$ cat src/rtl/hb_iodev_ctrl.sv
// hb_iodev_ctrl: I/O window decode, output registers and input FIFOs for the Hummingbird CPU.
// Define HB_IODEV_IRQ_EN to add the irq output and the interrupt mask register at offset 14.
module hb_iodev_ctrl #(
    parameter int DATA_W      = 8,
    parameter int ADDR_W      = 12,
    parameter int NUM_ODEV    = 3,
    parameter int NUM_IDEV    = 1,
    parameter int IFIFO_DEPTH = 4
) (
    input  logic                       clk,
    input  logic                       rst,
    input  logic [ADDR_W-1:0]          io_address,
    input  logic                       csram_bar,
    input  logic                       weram_bar,
    input  logic                       bootloader_done,
    input  logic [DATA_W-1:0]          wdata,
    output logic [DATA_W-1:0]          rdata,
    output logic                       rdata_oe,
    output logic                       ram_sel,
    output logic [NUM_ODEV*DATA_W-1:0] odev_data,
    output logic [NUM_ODEV-1:0]        odev_strobe,
    input  logic [NUM_IDEV*DATA_W-1:0] idev_data,
    input  logic [NUM_IDEV-1:0]        idev_valid,
    output logic [NUM_IDEV-1:0]        idev_ready
`ifdef HB_IODEV_IRQ_EN
    ,
    output logic                       irq
`endif
);
    localparam int PTR_W = $clog2(IFIFO_DEPTH) + 1;
    localparam int IDX_W = PTR_W - 1;
    localparam int UFLOW_BIT = 7;
    localparam logic [3:0] OFF_STATUS = 4'd15;
`ifdef HB_IODEV_IRQ_EN
    localparam logic [3:0] OFF_MASK = 4'd14;
`endif

    logic                window_s;
    logic                io_hit_s;
    logic                first_s;
    logic                end_s;
    logic                wr_commit_s;
    logic                rd_done_s;
    logic [3:0]          offset_s;
    logic [DATA_W-1:0]   live_rdata_s;
    logic [DATA_W-1:0]   status_s;
    logic                live_empty_s;
    logic [NUM_IDEV-1:0] empty_s;
    logic [NUM_IDEV-1:0] full_s;
    logic [NUM_IDEV-1:0] push_s;
    logic [NUM_IDEV-1:0] pop_s;
    logic [DATA_W-1:0]   head_s [NUM_IDEV];

    logic                               in_access_q, in_access_d;
    logic                               acc_hit_q, acc_hit_d;
    logic                               acc_rd_q, acc_rd_d;
    logic                               acc_empty_q, acc_empty_d;
    logic [3:0]                         acc_off_q, acc_off_d;
    logic [DATA_W-1:0]                  rdata_q, rdata_d;
    logic [NUM_ODEV-1:0][DATA_W-1:0]    odev_q, odev_d;
    logic [NUM_ODEV-1:0]                strobe_q, strobe_d;
    logic                               underflow_q, underflow_d;
    logic [PTR_W-1:0]                   wr_ptr_q [NUM_IDEV];
    logic [PTR_W-1:0]                   wr_ptr_d [NUM_IDEV];
    logic [PTR_W-1:0]                   rd_ptr_q [NUM_IDEV];
    logic [PTR_W-1:0]                   rd_ptr_d [NUM_IDEV];
    logic [DATA_W-1:0]                  fifo_mem_q [NUM_IDEV][IFIFO_DEPTH];
    logic [DATA_W-1:0]                  fifo_mem_d [NUM_IDEV][IFIFO_DEPTH];
`ifdef HB_IODEV_IRQ_EN
    logic [DATA_W-1:0]                  mask_q, mask_d;
    logic                               irq_q, irq_d;
    assign irq = irq_q;
`endif

    assign window_s    = &io_address[ADDR_W-1:4];
    assign offset_s    = io_address[3:0];
    assign io_hit_s    = !csram_bar && window_s && bootloader_done;
    assign ram_sel     = !csram_bar && (!window_s || !bootloader_done);
    assign first_s     = !csram_bar && !in_access_q;
    assign end_s       = csram_bar && in_access_q;
    assign wr_commit_s = first_s && io_hit_s && !weram_bar;
    assign rd_done_s   = end_s && acc_hit_q && acc_rd_q;
    assign rdata_oe    = io_hit_s && weram_bar;
    // After the first cycle the captured value is shown so a long read cannot change under the CPU.
    assign rdata       = rdata_oe ? (in_access_q ? rdata_q : live_rdata_s) : '0;
    assign odev_data   = odev_q;
    assign odev_strobe = strobe_q;

    // FIFO occupancy flags, heads and producer handshake.
    always_comb begin
        for (int k = 0; k < NUM_IDEV; k++) begin
            empty_s[k]    = (wr_ptr_q[k] == rd_ptr_q[k]);
            full_s[k]     = (wr_ptr_q[k][PTR_W-1] != rd_ptr_q[k][PTR_W-1]) &&
                            (wr_ptr_q[k][IDX_W-1:0] == rd_ptr_q[k][IDX_W-1:0]);
            head_s[k]     = fifo_mem_q[k][rd_ptr_q[k][IDX_W-1:0]];
            idev_ready[k] = !full_s[k];
            push_s[k]     = idev_valid[k] && !full_s[k];
        end
    end

    // Combinational read mux for the live address.
    always_comb begin
        status_s = '0;
        for (int k = 0; k < NUM_IDEV; k++) begin
            status_s[k] = !empty_s[k];
        end
        status_s[UFLOW_BIT] = underflow_q;
        live_rdata_s = '0;
        live_empty_s = 1'b0;
        for (int i = 0; i < NUM_ODEV; i++) begin
            live_rdata_s = (offset_s == 4'(i)) ? odev_q[i] : live_rdata_s;
        end
        for (int k = 0; k < NUM_IDEV; k++) begin
            live_rdata_s = (offset_s == 4'(8 + k)) ? (empty_s[k] ? '0 : head_s[k]) : live_rdata_s;
            live_empty_s = (offset_s == 4'(8 + k)) ? empty_s[k] : live_empty_s;
        end
        case (offset_s)
            OFF_STATUS: live_rdata_s = status_s;
`ifdef HB_IODEV_IRQ_EN
            OFF_MASK:   live_rdata_s = mask_q;
`endif
            default:    live_rdata_s = live_rdata_s;
        endcase
    end

    // Next-state: access capture, register writes, underflow and FIFO pointers.
    always_comb begin
        in_access_d = !csram_bar;
        if (first_s) begin
            acc_hit_d   = io_hit_s;
            acc_rd_d    = weram_bar;
            acc_off_d   = offset_s;
            acc_empty_d = live_empty_s;
            rdata_d     = live_rdata_s;
        end else begin
            acc_hit_d   = acc_hit_q;
            acc_rd_d    = acc_rd_q;
            acc_off_d   = acc_off_q;
            acc_empty_d = acc_empty_q;
            rdata_d     = rdata_q;
        end
        for (int i = 0; i < NUM_ODEV; i++) begin
            odev_d[i]   = (wr_commit_s && (offset_s == 4'(i))) ? wdata : odev_q[i];
            strobe_d[i] = wr_commit_s && (offset_s == 4'(i));
        end
        if (wr_commit_s && (offset_s == OFF_STATUS) && wdata[UFLOW_BIT]) begin
            underflow_d = 1'b0;
        end else if (rd_done_s && acc_empty_q) begin
            underflow_d = 1'b1;
        end else begin
            underflow_d = underflow_q;
        end
        fifo_mem_d = fifo_mem_q;
        for (int k = 0; k < NUM_IDEV; k++) begin
            pop_s[k]    = rd_done_s && !acc_empty_q && (acc_off_q == 4'(8 + k));
            wr_ptr_d[k] = wr_ptr_q[k] + {{(PTR_W-1){1'b0}}, push_s[k]};
            rd_ptr_d[k] = rd_ptr_q[k] + {{(PTR_W-1){1'b0}}, pop_s[k]};
            for (int j = 0; j < IFIFO_DEPTH; j++) begin
                fifo_mem_d[k][j] = (push_s[k] && (wr_ptr_q[k][IDX_W-1:0] == IDX_W'(j))) ?
                                   idev_data[k*DATA_W +: DATA_W] : fifo_mem_q[k][j];
            end
        end
`ifdef HB_IODEV_IRQ_EN
        if (wr_commit_s && (offset_s == OFF_MASK)) begin
            mask_d = wdata;
        end else begin
            mask_d = mask_q;
        end
        irq_d = |(~empty_s & mask_q[NUM_IDEV-1:0]);
`endif
    end

    // State registers; an access still in progress at reset is marked as a dead non-hit access.
    always_ff @(posedge clk) begin
        if (rst) begin
            in_access_q <= !csram_bar;
            acc_hit_q   <= 1'b0;
            acc_rd_q    <= 1'b0;
            acc_off_q   <= 4'd0;
            acc_empty_q <= 1'b0;
            rdata_q     <= '0;
            odev_q      <= '0;
            strobe_q    <= '0;
            underflow_q <= 1'b0;
            for (int k = 0; k < NUM_IDEV; k++) begin
                wr_ptr_q[k] <= '0;
                rd_ptr_q[k] <= '0;
            end
`ifdef HB_IODEV_IRQ_EN
            mask_q <= '0;
            irq_q  <= 1'b0;
`endif
        end else begin
            in_access_q <= in_access_d;
            acc_hit_q   <= acc_hit_d;
            acc_rd_q    <= acc_rd_d;
            acc_off_q   <= acc_off_d;
            acc_empty_q <= acc_empty_d;
            rdata_q     <= rdata_d;
            odev_q      <= odev_d;
            strobe_q    <= strobe_d;
            underflow_q <= underflow_d;
            for (int k = 0; k < NUM_IDEV; k++) begin
                wr_ptr_q[k] <= wr_ptr_d[k];
                rd_ptr_q[k] <= rd_ptr_d[k];
            end
`ifdef HB_IODEV_IRQ_EN
            mask_q <= mask_d;
            irq_q  <= irq_d;
`endif
        end
    end

    // FIFO storage has no reset; the pointers alone define occupancy.
    always_ff @(posedge clk) begin
        fifo_mem_q <= fifo_mem_d;
    end
endmodule

$ cat config.mk
export PLATFORM = sky130hd
export DESIGN_NAME = hb_iodev_ctrl
export DESIGN_NICKNAME = d
export VERILOG_FILES = /design/src/rtl/hb_iodev_ctrl.sv
export SDC_FILE = /design/constraint.sdc
export NUM_CORES = 1
export LEC_CHECK = 0
export CAP_MARGIN = 20
export CORE_ASPECT_RATIO = 0.75
export CORE_MARGIN = 8
export CORE_UTILIZATION = 55
export CTS_CLUSTER_DIAMETER = 40
export DETAILED_ROUTE_END_ITERATION = 12
export PLACE_DENSITY = 0.85
export SLEW_MARGIN = 20
export SYNTH_ARGS = -nofsm -noshare
export SYNTH_HDL_FRONTEND = slang
export SYNTH_SLANG_ARGS = --single-unit
$ cat constraint.sdc
create_clock -name clk -period 5.1 [get_ports clk]
set_input_delay 1.02 -clock clk [delete_from_list [all_inputs] [get_ports clk]]
set_output_delay 1.02 -clock clk [all_outputs]
set_load 0.02 [all_outputs]
==> flow_metrics.env, run 1 <==
export IMPL_hpwl_mm=6.33
export IMPL_syn_area_per_cell_sq_um=11.5
export IMPL_finalSetupTns_ns=0
export IMPL_timing_worst_setup_path_type="input port to primary output"
export IMPL_first_pass_iters=4
export IMPL_final_setup_viol_count=0
export IMPL_comb_power_share=0.080
export IMPL_layout_commonest_cell="clkdlybuf4s50_1"
export IMPL_max_slew_worst_pin_slew_ns=0.968
export IMPL_synth_cells=306
export IMPL_ir_drop_mv=0.199
export IMPL_clockPowerShare=0.344
export IMPL_period_needed_ns=4.68
export IMPL_cts_resized=0
export IMPL_cap_violations=0
export IMPL_layout_common_cells="clkdlybuf4s50_1 (71), dfxtp_1 (50), nor2_1 (47)"
export IMPL_drt_wirelength_per_cell_microns=18.2
export IMPL_gp_congestion=0.813
export IMPL_pre_cts_ws_ns=0.423
export IMPL_grt_overflow=0
export IMPL_fillers=436
export IMPL_cts_tree="built"
export IMPL_seq_area_sq_um=1960
export IMPL_cts_path_max_buffers=2
export IMPL_multiInputGateArea_sq_um=1430
export IMPL_crit_fanout=13
export IMPL_yosysSeqAreaShare=0.559
export IMPL_crit_path_start_kind="input port"
export IMPL_insertion_delay_ns=0.36
export IMPL_cts_max_level=3
export IMPL_cts_setup_buffers=0
export IMPL_numClockSinks=82
export IMPL_die_h_microns=85.2
export IMPL_yosys_warnings=0
export IMPL_min_path_type="register to register"
export IMPL_grt_pass1_wl_mm=13.3
export IMPL_fmax_mhz=214
export IMPL_antenna_found_initial=0
export IMPL_r2r_cells=6
export IMPL_clk_pin_slew_ns=0.07
export IMPL_async_reset_ff_frac=0
export IMPL_cts_root_buf="clkbuf_8"
export IMPL_ant_nets=0
export IMPL_synth_area_sq_um=3510
export IMPL_setup_slack_ns=0.418
export IMPL_via_per_inst=5.60
export IMPL_synthFlopType="dfxtp_1"
export IMPL_port_buffer_count=71
export IMPL_ys_ff_latch=82
export IMPL_slew_violations=0
export IMPL_std_cell_rows=25
export IMPL_leakagePower_nw=1.67
export IMPL_cp_data_required_time_ns=4.08
export IMPL_final_net_count=416
export IMPL_io_pins=72
export IMPL_switching_power_uw=302
export IMPL_antennaDiodeCount=0
export IMPL_cts_buffers=9
export IMPL_vias=2598
export IMPL_rsz0062_at_grt="false"
export IMPL_cts_hold_buffers=0
export IMPL_routed_wl_mm=8.43
export IMPL_p_per_area_nw_per_um2=275
export IMPL_track_usage=0.187
export IMPL_report_power_total_mw=1.23
export IMPL_finalCritPeriodShare=0.918
export IMPL_p_int_uw=924
export IMPL_syn2layout_area_growth_pct=27.1
export IMPL_endpoint_kind="primary output"
export IMPL_outcome="finished, final reports clean"
export IMPL_skew_ns=0.0136
export IMPL_grt_start_max_net_pins=26
export IMPL_die_area_sq_um=9220
export IMPL_hold_violations=0
export IMPL_drive_gt1_frac=0.110
export IMPL_arrival_ns=3.66
export IMPL_design_core_area_sq_um=6220
export IMPL_relSlewSlack=0.352
export IMPL_drtIter0Drc=175
export IMPL_whs_ns=0.456
export IMPL_synth_fp_nets=344
export IMPL_start_util=0.564
export IMPL_ys_types=42
export IMPL_drc=0
export IMPL_synth_edf_count=32
export IMPL_swShare=0.246
export IMPL_p_seq_frac=0.577
export IMPL_whs_path_depth=2
export IMPL_die_x_microns=108
export IMPL_grt_pass1_vias=2548
export IMPL_utilization=0.716
==> final cells by class <==
class,count,share of cell area
inverters,9,0.00758
multi-input cells,199,0.321
flip-flops and latches,82,0.440
well taps,81,0.0227
clock buffers,9,0.0278
repair buffers,77,0.170
clock inverters,7,0.0118
==> worst max-delay path: stages <==
cell and delay (ns):
clkdlybuf4s50_1 0.74, nor4b_2 0.68, a22oi_1 0.22, nand2_1 0.16, a22oi_1 0.08, nor2_1 0.12
clkdlybuf4s50_1 0.63
==> logic make-up (layout without fill, tap and decap cells) <==
logic type,count (synthesis),count (layout),synth area share
compound gates,37,37,0.0727
xor+xnor,5,5,0.0125
fa+ha+maj,4,4,0.0143
buf+inv,25,102,0.0335
flops,82,82,0.559
mux,38,38,0.139
simple gates,115,115,0.169
==> through the flow <==
step                instance area [sq um]  std cells
finish                               4460        464
CTS                                  4460        464
detailed placement                   4280        448
floorplan                            3510        306
global route                         4460        464
global placement                     4280        448
==> Yosys cell counts (2+ instances only) <==
library cell	instances	area [sq um]
dfxtp_1	50	1000
nor2_1	47	176
edfxtp_1	32	961
nand2_1	30	113
mux2i_1	25	250
a21oi_1	13	65.1
a22oi_1	9	67.6
inv_1	9	33.8
nor3_1	9	45.0
clkbuf_1	8	30.0
mux4_2	8	180
a22o_1	6	52.6
mux2_2	5	56.3
nor2b_1	5	31.3
buf_2	4	20.0
ha_1	4	50.1
nand3_1	4	20.0
nand4_1	3	18.8
xor2_1	3	26.3
a211oi_1	2	15.0
and4_1	2	17.5
buf_6	2	22.5
nand3b_1	2	15.0
nor3b_1	2	15.0
nor4b_4	2	47.6
o21a_1	2	15.0
o21ai_0	2	10.0
xnor2_1	2	17.5
==> power groups by stage <==
| stage | clock, mW | sequential (mW) | combinational (mW) |
|---|---|---|---|
| final | 0.421 | 0.707 | 0.0975 |
| after floorplan | 0 | 0.719 | 0.0494 |
| after global routing | 0.455 | 0.709 | 0.106 |
| after global placement | 0 | 0.721 | 0.0939 |
| after CTS | 0.430 | 0.707 | 0.0980 |
| after detailed placement | 0 | 0.722 | 0.0974 |
==> path summary, 6_finish.rpt <==
| check | from | end | slack, ns |
|---|---|---|---|
| worst min register to register | acc_off_q[1]$_SDFFE_PP0N_ | acc_off_q[1]$_SDFFE_PP0N_ | 0.46 |
| worst max-delay path | io_address[1] | rdata[2] | 0.42 |
| worst min-delay path | acc_off_q[1]$_SDFFE_PP0N_ | acc_off_q[1]$_SDFFE_PP0N_ | 0.46 |
| worst max register to register | rd_ptr_q[0][0]$_SDFF_PP0_ | fifo_mem_q[18]$_DFFE_PP_ | 2.35 |
==> sequential cells by signal (all words and copies together) (netlist names) <==
signal and cells:
rd_ptr_q 3, underflow_q 1, fifo_mem_q 32, acc_empty_q 1, rdata_q 8, acc_rd_q 1, acc_off_q 4, odev_data 24
acc_hit_q 1, wr_ptr_q 3, odev_strobe 3, in_access_q 1
==> layer usage <==
layer	track usage	part of all wire
met5	0	0
met3	0.0696	0.095
met4	0.0540	0.010
met2	0.302	0.49
met1	0.225	0.41
Note: power is estimated with default switching activity, not from simulation.
==> inputs of run 2 (changes only) <==
REMOVE_ABC_BUFFERS = 1   (was unset)
==> flow_metrics.env, run 2 (synthesis results as in run 1) <==
export IMPL_arrival_ns=3.47
export IMPL_grt_overflow=0
export IMPL_max_slew_worst_pin_slew_ns=0.721
export IMPL_drtIter0Drc=184
export IMPL_min_path_type="register to register"
export IMPL_via_per_inst=5.61
export IMPL_ir_drop_mv=0.261
export IMPL_relSlewSlack=0.518
export IMPL_cts_max_level=3
export IMPL_drc=0
export IMPL_gp_congestion=0.812
export IMPL_io_pins=72
export IMPL_r2r_end="fifo_mem_q[13]$_DFFE_PP_"
export IMPL_hpwl_mm=6.16
export IMPL_critical_path_top_delay_family="simple AND/OR/NAND/NOR gates"
export IMPL_cts_buffers=9
export IMPL_cts_path_max_buffers=2
export IMPL_cts_setup_buffers=0
export IMPL_rsz0062_at_grt="false"
export IMPL_grt_pass1_wl_mm=13.1
export IMPL_design_core_area_sq_um=6220
export IMPL_critPathSlowestCell="clkdlybuf4s50_1"
export IMPL_hold_end="acc_off_q[0]$_SDFFE_PP0N_"
export IMPL_skew_ns=0.00783
export IMPL_final_cell_count_no_fill=466
export IMPL_die_area_sq_um=9220
export IMPL_slew_violations=0
export IMPL_layout_common_cells="clkdlybuf4s50_1 (71), dfxtp_1 (50), nor2_1 (47)"
export IMPL_leakagePower_nw=1.71
export IMPL_grt_start_max_net_pins=47
export IMPL_numClockSinks=82
export IMPL_crit_fanout=8
export IMPL_insertion_delay_ns=0.36
export IMPL_crit_path_start_kind="input port"
export IMPL_cts_tree="built"
export IMPL_start_util=0.564
export IMPL_clk_pin_slew_ns=0.09
export IMPL_drt_wirelength_per_cell_microns=17.5
export IMPL_routed_wl_mm=8.17
export IMPL_rr_startpoint="rd_ptr_q[0][0]$_SDFF_PP0_"
export IMPL_p_per_area_nw_per_um2=288
export IMPL_die_x_microns=108
export IMPL_cap_violations=0
export IMPL_hold_violations=0
export IMPL_final_setup_viol_count=0
export IMPL_fmax_mhz=223
export IMPL_place_inst=450
export IMPL_first_pass_iters=4
export IMPL_hp_start="acc_off_q[0]$_SDFFE_PP0N_"
export IMPL_cts_root_buf="clkbuf_8"
export IMPL_antennaDiodeCount=0
export IMPL_layout_commonest_cell="clkdlybuf4s50_1"
export IMPL_ant_nets=0
export IMPL_port_buffer_count=71
export IMPL_cp_data_required_time_ns=4.08
export IMPL_rrSetupSlack_ns=2.40
export IMPL_std_cell_rows=25
export IMPL_finalCritPeriodShare=0.881
export IMPL_largest_register_ffs=32
export IMPL_vias=2616
export IMPL_antenna_found_initial=0
export IMPL_report_power_total_mw=1.30
export IMPL_cts_hold_buffers=0
export IMPL_outcome="finished, final reports clean"
export IMPL_whs_path_depth=2
export IMPL_final_net_count=418
export IMPL_r2r_cells=6
export IMPL_path_cells="clkdlybuf4s50_1, nor4b_4, nor4b_4, nor3_2, a22oi_1, nor2_1, clkdlybuf4s50_1"
export IMPL_slowest_delay_ns=0.58
export IMPL_endpoint_kind="primary output"
export IMPL_drive_gt1_frac=0.117
export IMPL_timing_worst_setup_path_type="input port to primary output"
export IMPL_post_dp_cell_area_sq_um=4300
export IMPL_finalSetupTns_ns=0
export IMPL_cts_resized=0
export IMPL_grt_pass1_vias=2588
export IMPL_track_usage=0.183
export IMPL_top_register="fifo_mem_q"
export IMPL_die_h_microns=85.2
export IMPL_period_needed_ns=4.49
export IMPL_stdcell_area_sq_um=4510
export IMPL_cp_buffers_inverters=2
export IMPL_syn2layout_area_growth_pct=28.5
run 2: worst max path at each step:
stage                  startpoint  endpoint  slack, ns  cells after the start
floorplan           io_address[7]  rdata[0]       1.73                      4
global placement    io_address[0]  rdata[2]       0.66                      7
detailed placement  io_address[0]  rdata[3]       0.60                      7
CTS                 io_address[0]  rdata[3]       0.59                      7
global route        io_address[0]  rdata[3]       0.44                      7
finish              io_address[0]  rdata[3]       0.61                      7
run 2: layout make-up:
cell class              count  area [sq um]
repair buffers             79           771
clock buffers               9           124
well taps                  81           101
flip-flops and latches     82          1960
inverters                   9          33.8
multi-input cells         199          1430
fillers                   441          1720
clock inverters             7          87.6
run 2: through the flow:
step	hold WS [ns]	util	setup slack (ns)
after floorplan	0.425	-	1.73
after global placement	0.439	0.690	0.658
after detailed placement	0.444	0.690	0.601
after CTS	0.457	0.724	0.594
after global routing	0.480	0.724	0.445
final	0.458	0.724	0.609
run 2: worst min-delay path, delay by kind of cell (launching register included):
family / cells / cell delay (ns)
flip-flops: 1 / 0.32
AND/OR/NAND/NOR: 1 / 0.05
AO/OA/AOI/OAI: 1 / 0.05
run 2: where the power goes:
part / internal (mW) / switching [mW] / total (mW)
registers: 0.698 / 0.00902 / 0.707
clock network: 0.240 / 0.252 / 0.491
logic: 0.0473 / 0.0511 / 0.0984
run 2: per-layer routing:
metal / vias to the layer above / part of all wire / GRT usage
met4: 0 / 0.019 / 0.0791
met5: - / 0 / 0
met2: 92 / 0.47 / 0.288
met3: 17 / 0.077 / 0.0560
met1: 1257 / 0.43 / 0.225
li1: 1250 / - / -
